File: config.mk
export PLATFORM = sky130hd
export DESIGN_NAME = elevator_call_reg
export DESIGN_NICKNAME = d
export VERILOG_FILES = /design/src/rtl/elevator_call_reg.sv
export SDC_FILE = /design/constraint.sdc
export NUM_CORES = 1
export LEC_CHECK = 0
export CAP_MARGIN = 5
export CORE_UTILIZATION = 25
export CTS_CLUSTER_DIAMETER = 30
export CTS_CLUSTER_SIZE = 28
export DETAILED_ROUTE_END_ITERATION = 16
export PLACE_DENSITY = 0.45
export SLEW_MARGIN = 0
export SYNTH_ARGS = -nofsm -noshare
export SYNTH_HDL_FRONTEND = slang
export SYNTH_SLANG_ARGS = --single-unit
File: constraint.sdc
create_clock -name clk -period 5.1 [get_ports clk]
set_clock_uncertainty 0.05 [all_clocks]
set_input_delay 0.765 -clock clk [delete_from_list [all_inputs] [get_ports clk]]
set_output_delay 0.765 -clock clk [all_outputs]
set_load 0.02 [all_outputs]
File: src/rtl/elevator_call_reg.sv
// Elevator call register: synchronizes raw hall/cabin buttons, latches new presses,
// clears calls served at an open-door floor, and reports call position summaries.
module elevator_call_reg #(
    parameter int NFLOOR = 8,
    parameter int CNT_W  = 5
) (
    input  logic              clk,
    input  logic              rst,
    input  logic [NFLOOR-1:1] btup,
    input  logic [NFLOOR:2]   btdn,
    input  logic [NFLOOR:1]   in_bt_floor,
    input  logic [NFLOOR:1]   floor,
    input  logic              door_open,
    input  logic              dir_up,
    input  logic              dir_dn,
    output logic [NFLOOR-1:1] req_up,
    output logic [NFLOOR:2]   req_dn,
    output logic [NFLOOR:1]   req_cab,
    output logic              call_above,
    output logic              call_below,
    output logic              call_here,
    output logic [CNT_W-1:0]  pending_cnt
);

    // All button bits share one flat vector: cabin in the low slice, then down, then up.
    localparam int TOT = 3 * NFLOOR - 2;

    logic [TOT-1:0]    raw;
    logic [TOT-1:0]    sync_p0;
    logic [TOT-1:0]    sync_p1;
    logic [TOT-1:0]    sync_p2;
    logic [TOT-1:0]    rise;
    logic [TOT-1:0]    clr;
    logic [TOT-1:0]    req_q;
    logic [NFLOOR:1]   any_call;
    logic              floor_oh;
    logic              idle;
    logic              clr_en;

    assign raw = {btup, btdn, in_bt_floor};

    // Stage p0/p1: metastability filter; p2: previous synchronized level for edge detect
    always_ff @(posedge clk or negedge rst) begin
        if (!rst) begin
            sync_p0 <= '0;
            sync_p1 <= '0;
            sync_p2 <= '0;
            req_q   <= '0;
        end else begin
            sync_p0 <= raw;
            sync_p1 <= sync_p0;
            sync_p2 <= sync_p1;
            req_q   <= (req_q | rise) & ~clr;
        end
    end

    assign rise = sync_p1 & ~sync_p2;

    assign floor_oh = (floor != '0) && ((floor & (floor - 1'b1)) == '0);
    assign idle     = (dir_up == dir_dn);
    assign clr_en   = door_open & floor_oh;

    // Clear is applied after the set, so a coincident set/clear leaves the bit served.
    assign clr = {floor[NFLOOR-1:1] & {(NFLOOR-1){clr_en & (dir_up | idle)}},
                  floor[NFLOOR:2]   & {(NFLOOR-1){clr_en & (dir_dn | idle)}},
                  floor             & {NFLOOR{clr_en}}};

    assign req_cab = req_q[NFLOOR-1:0];
    assign req_dn  = req_q[2*NFLOOR-2:NFLOOR];
    assign req_up  = req_q[TOT-1:2*NFLOOR-1];

    assign any_call = req_cab | {1'b0, req_up} | {req_dn, 1'b0};

    always_comb begin
        call_above = 1'b0;
        call_below = 1'b0;
        call_here  = 1'b0;
        if (floor_oh) begin
            for (int f = 1; f <= NFLOOR; f++) begin
                if (floor[f]) begin
                    for (int i = 1; i <= NFLOOR; i++) begin
                        if (i > f)
                            call_above = call_above | any_call[i];
                        else if (i < f)
                            call_below = call_below | any_call[i];
                        else
                            call_here = call_here | any_call[i];
                    end
                end
            end
        end
    end

    always_comb begin
        pending_cnt = '0;
        for (int i = 0; i < TOT; i++)
            pending_cnt = pending_cnt + CNT_W'(req_q[i]);
    end

endmodule

# --- Word-level counts from Yosys, hierarchy flattened ---
# Index checks and enable logic that the tools add are counted.
classes:
  n_addsub: 22
  eq_ne: 1
  n_mux: 137
  bitwise: 77
  n_reduce_logical: 3
op_table:
  columns: ["operator", "n"]
  rows:
  - ["1-bit 2-to-1 mux", 137]
  - ["5-bit by 1-bit adder with 5-bit output", 17]
  - ["1-bit bitwise OR", 63]
  - ["22-bit bitwise AND", 2]
  - ["22-bit NOT", 2]
  - ["22-bit bitwise OR", 1]
  - ["8-bit bitwise AND", 2]
  - ["7-bit bitwise AND", 2]
  - ["8-bit zero test", 1]
  - ["8-bit by 7-bit bitwise OR with 8-bit output", 1]
  - ["8-bit bitwise OR", 1]
  - ["8-bit nonzero test", 1]
  - ["8-bit by 1-bit subtractor with 8-bit output, second input constant", 1]
  - ["4-bit by 1-bit adder with 5-bit output", 1]
  - ["3-bit by 1-bit adder with 4-bit output", 1]
  - ["2-bit by 1-bit adder with 3-bit output", 1]
  - ["1-bit bitwise AND", 3]
  - ["1-bit by 1-bit adder with 2-bit output", 1]
  - ["1-bit == test", 1]
  - ["1-bit logical AND", 1]
word_totals:
  regBits: 88
  out_inout_bits: 30
  elab_cells: 244

# --- Depth between registers and ports, before layout ---
depth:
  word_depth: 86
  ltp_mapped: 13
  mapped_depth_nobuf: 13

# --- Least setup slack after synthesis ---
# No wires, ideal clock.
synth_path:
  path_kind: "register -> output"
  startpoint: "register req_q[0]"
  endpoint: "output port pending_cnt[2]"
  t_arrival_ps: 3980
  required_time_ps: 4285
  path_slack_ps: 305
  path_stages_with_launch: 12
  cell_sequence: "dfrtp_1 > fa_1 > inv_1 > fa_1 > fa_1 > fa_1 > fa_1 > inv_1 > ha_1 > inv_1 > fa_1 > xnor2_1"
synth_via:
  elab_chain_len: 21
synth_lines:
  columns: ["item", "line_no", "source"]
  rows:
  - ["start, declared", "34", "logic [TOT-1:0] req_q;"]
  - ["start signal, assigned", "53", "req_q <= (req_q | rise) & ~clr;"]
  - ["1-bit by 1-bit adder with 2-bit output", "97", "pending_cnt = pending_cnt + CNT_W'(req_q[i]);"]
  - ["2-bit by 1-bit adder with 3-bit output", "97", null]
  - ["3-bit by 1-bit adder with 4-bit output", "97", null]
  - ["4-bit by 1-bit adder with 5-bit output", "97", null]
  - ["5-bit by 1-bit adder with 5-bit output (17 in series)", "97", null]
  - ["end, declared", "22", "output logic [CNT_W-1:0] pending_cnt"]
# No other way between the ends.

# --- Final worst setup path ---
layout_path:
  startpoint: "register req_q[0]"
  endpoint: "output port pending_cnt[4]"
# The elaborated chain is that of the path after synthesis.

==> summary by stage <==
Setup path
The slowest stage of the critical path belongs to the cell sky130_fd_sc_hd__fa_2. The cell count of the worst reg-to-reg path is 3. At the worst endpoint, the required time is around 4300 ps. The critical path arrival is around 4200 ps. The critical path is of the reg -> out type.

STA classifies the critical path startpoint as a flip-flop. By instance count, the cell type seen most on the critical path is sky130_fd_sc_hd__fa_1. Of all nets on the critical path, the largest fanout is 2. The delay of the slowest critical-path stage is between 500 and 600 ps. The critical path goes through fa_1, inv_1, fa_1, fa_2, fa_1, fa_1, inv_1, ha_2, inv_1, fa_2, nor2b_1, o21ai_0, nand2b_1, buf_6. The worst setup path is captured at an output port.

Timing
Setup repair after global routing could not meet its margin everywhere. The number of endpoints with negative hold slack in the final report is 0. The max-slew violation count is 0. The slew at the pin closest to its max-slew limit is between 1000 and 1500 ps. In the post-route analysis, the smallest setup slack over all paths is roughly 70 ps.

Subtracting the final worst setup slack from the clock period gives ~5000 ps. Dividing the final minimum period by the clock period gives 98.6%. The worst-case headroom to the max-slew limit is roughly 27%. Derived from the worst setup path, the maximum achievable clock frequency is ~200 MHz. The final setup violation count is 0.

Layout
Cells with a size suffix above 1 make up between 10% and 20% of the layout. After filler insertion, the fill cell instance count of the layout stands at 1404. The number of nets in the layout is between 400 and 500. Summing all flip-flop and latch instances after layout gives between 0.002 and 0.0025 mm^2. From synthesis to final layout, the design area changed by 34.9%. The count of inserted antenna diode cells is 0.

The multi-input combinational cells in the finished layout cover a total of 0.00114 mm^2.

Detailed routing
The total number of vias is about 2300. Dividing the detail-routed via count by the number of cells gives roughly 4.2. The count of nets left with antenna violations once routing finished came out at 0. The first routing iteration left 124 violations. The detailed-routing iteration count for the pre-antenna-repair pass is 4. Wires add up to approximately 8400 um. The average wire length per cell after detail routing is 15.7 um. The total DRC errors in the routed layout is 0.

Pwr
The areal power density over the cells is 328 mW/mm^2. The overall power of the completed layout is roughly 0.0016 W. The leakage dissipation is 2.07 nW. The largest vdd supply drop is 0.127 mV.

Clock tree
The count of hold buffers inserted by post-cts repair is 0. The maximum count of clock buffers along a single path is 2. Clock tree synthesis selected as its root buffer the cell sky130_fd_sc_hd__clkbuf_16. The clock tree from TritonCTS is yes. The count of H-tree levels built during CTS is 3.

The clock-pin slew on the worst setup and hold paths is around 70 ps. The number of setup buffers added after CTS is 0. At the later pin of the worst-skew pair, clock insertion delay measures roughly 340 ps. The clock buffer count from CTS is 9.

The number of sinks driven by the clock tree is slightly below 90.

Global route
The overall track demand over capacity in global routing is ~12%. The total overflow left after global routing is 0. Entering global routing, the biggest net connects 58 pins. The wire length of the first global-routing pass is about 13000 um.

The initial antenna violation count came to 0. The number of global-route vias before repair is roughly 2300.

Yosys
The cell area that synthesis handed to floorplanning was between 0.003 and 0.004 mm^2. The total number of yosys warnings is 0. The number of distinct library cells after synthesis is 35.

The flip-flop and latch count after synthesis is approximately 90. The gate count of the mapped netlist is 265. The number of nets in the synthesized netlist is 322. The average instance in the mapped netlist occupies 13.5 um^2.

Summing the sequential cell areas from Yosys gives 61.7% of the chip area.

Die
The die outline area is 0.0148 mm^2. The effective utilization at floorplan is 25.7%. The region available for standard cell placement spans roughly 0.014 mm^2. The initialized floorplan defines 43 standard-cell rows. In this run the vertical extent of the chip is 122 um. The horizontal die dimension is ~120 um.

The number of top-level design ports is between 60 and 70.

Worst hold path
The tightest min-delay check is of the in -> async type.

Placement
The routability congestion estimate from global placement is 0.823. The final HPWL from detailed placement is around 6200 um. The number of buffer cells added on primary ports is 64. Timing analysis after detailed placement gives a worst setup slack of -179 ps.

Job
The tool flagged a number of max-cap violations equal to 0.

Outcome
The run finished with clean final reports.
-- cell families (layout without fill, tap and decap cells) --
family                     after synthesis  after routing  share of synthesized area, %
adders and majority gates               22             22                          10.9
xor gates and xnor gates                 2              2                         0.491
AOI/OAI and AO/OA                       67             67                          15.0
DFF                                     88             88                          61.7
buffers and inverters                   55            143                          6.59
and+or+nand+nor                         31             31                          5.40
-- cells in the mapped netlist --
cell type	n	area share (%)
sky130_fd_sc_hd__a21o_1	1	0.21
sky130_fd_sc_hd__nand2_1	3	0.32
sky130_fd_sc_hd__xnor2_1	2	0.49
sky130_fd_sc_hd__nor2b_1	3	0.53
sky130_fd_sc_hd__o22ai_1	1	0.18
sky130_fd_sc_hd__a41oi_2	9	4.1
sky130_fd_sc_hd__a41oi_1	5	1.2
sky130_fd_sc_hd__o41ai_2	1	0.46
sky130_fd_sc_hd__inv_1	46	4.8
sky130_fd_sc_hd__o31ai_1	1	0.21
sky130_fd_sc_hd__o221ai_1	1	0.25
sky130_fd_sc_hd__ha_1	7	2.5
sky130_fd_sc_hd__o21ai_0	3	0.42
sky130_fd_sc_hd__nor2_1	7	0.74
sky130_fd_sc_hd__dfrtp_1	88	62
sky130_fd_sc_hd__buf_2	2	0.28
sky130_fd_sc_hd__or3_1	7	1.2
sky130_fd_sc_hd__a31oi_1	8	1.4
sky130_fd_sc_hd__a222oi_1	4	1.1
sky130_fd_sc_hd__nand2b_1	3	0.53
sky130_fd_sc_hd__buf_6	2	0.63
sky130_fd_sc_hd__o21a_1	2	0.42
sky130_fd_sc_hd__clkbuf_1	4	0.42
sky130_fd_sc_hd__nand4_2	1	0.35
sky130_fd_sc_hd__or4_4	1	0.32
sky130_fd_sc_hd__o31a_4	1	0.49
sky130_fd_sc_hd__a21boi_1	2	0.42
sky130_fd_sc_hd__a21oi_1	26	3.6
sky130_fd_sc_hd__fa_1	15	8.4
sky130_fd_sc_hd__buf_8	1	0.42
sky130_fd_sc_hd__o211ai_1	1	0.21
sky130_fd_sc_hd__and3_1	1	0.18
sky130_fd_sc_hd__and4bb_2	2	0.70
sky130_fd_sc_hd__or2_2	3	0.53
sky130_fd_sc_hd__o41ai_1	1	0.25
-- cell usage in the layout (no fill, tap or decap), types with 4 or more instances in the layout --
master	synthesis	routed
sky130_fd_sc_hd__dfrtp_1	88	88
sky130_fd_sc_hd__clkdlybuf4s50_1	0	58
sky130_fd_sc_hd__inv_1	46	45
sky130_fd_sc_hd__a21oi_1	26	25
sky130_fd_sc_hd__buf_4	0	21
sky130_fd_sc_hd__fa_1	15	13
sky130_fd_sc_hd__a41oi_2	9	9
sky130_fd_sc_hd__clkbuf_16	0	9
sky130_fd_sc_hd__a31oi_1	8	8
sky130_fd_sc_hd__nor2_1	7	7
sky130_fd_sc_hd__or3_1	7	7
sky130_fd_sc_hd__ha_1	7	6
sky130_fd_sc_hd__a41oi_1	5	5
sky130_fd_sc_hd__a222oi_1	4	4
sky130_fd_sc_hd__inv_6	0	4
-- where the power goes --
part / total, W / leakage (nW) / switching [W] / internal (W)
Clock: 0.000683 / 0.149 / 0.000293 / 0.000390
Combinational: 0.000158 / 0.957 / 0.0000857 / 0.0000727
Sequential: 0.000740 / 0.964 / 0.0000129 / 0.000727
-- final timing paths --
kind                                 start             end  slack (ps)
worst max-delay path              req_q[0]  pending_cnt[4]          70
worst min-delay path                   rst     sync_p0[13]         300
worst max register to register    req_q[9]        req_q[9]        4070
worst min register to register  sync_p0[5]      sync_p1[5]         300
max in group asynchronous              rst        req_q[6]        3640
min in group clk                sync_p0[5]      sync_p1[5]         300
-- timing repair --
action | 4_1_cts | 5_1_grt
pin swaps | 3 | 4
endpoints found under the setup margin | 4 | 5
resized for setup | 22 | 7
endpoints found under the hold margin | 0 | 0
-- layout make-up --
type	count	share of cell area, %
flip-flops and latches	88	45.7
multi-input cells	122	23.8
repair buffers	81	15.8
clock buffers	9	4.68
well taps	180	4.68
inverters	46	3.59
clock inverters	7	1.74
-- metal layers --
metal	wire [um]	track usage, %	share of wire (%)	up-vias
met5	0	0	0	-
met4	91	4.17	1.1	0
met3	306	2.91	3.6	5
met2	4140	20.1	49	49
met1	3850	16.1	46	1131
li1	-	-	-	1068
-- metrics by stage --
stage               instances  hold WS (ps)  util [%]  cell area [um^2]  TNS [ps]
floorplan                 265           281         -              3570         0
global placement          517           282      32.4              4500      -213
detailed placement        517           285      32.4              4500      -390
CTS                       533           300      34.6              4800         0
global route              533           304      34.7              4820      -179
finish                    533           297      34.7              4820         0
-- critical path: cells and delay by family (launching register included) --
kind	cells	cell delay, ps
fa+ha+maj	7	2900
flops	1	400
buf+inv	4	290
simple gates	2	200
compound gates	1	80
-- sequential cells by signal, summed over array words and instances (netlist names) --
register	flops
req_q	22
sync_p0	22
sync_p1	22
sync_p2	22
Power figures use the tool's default switching activity.
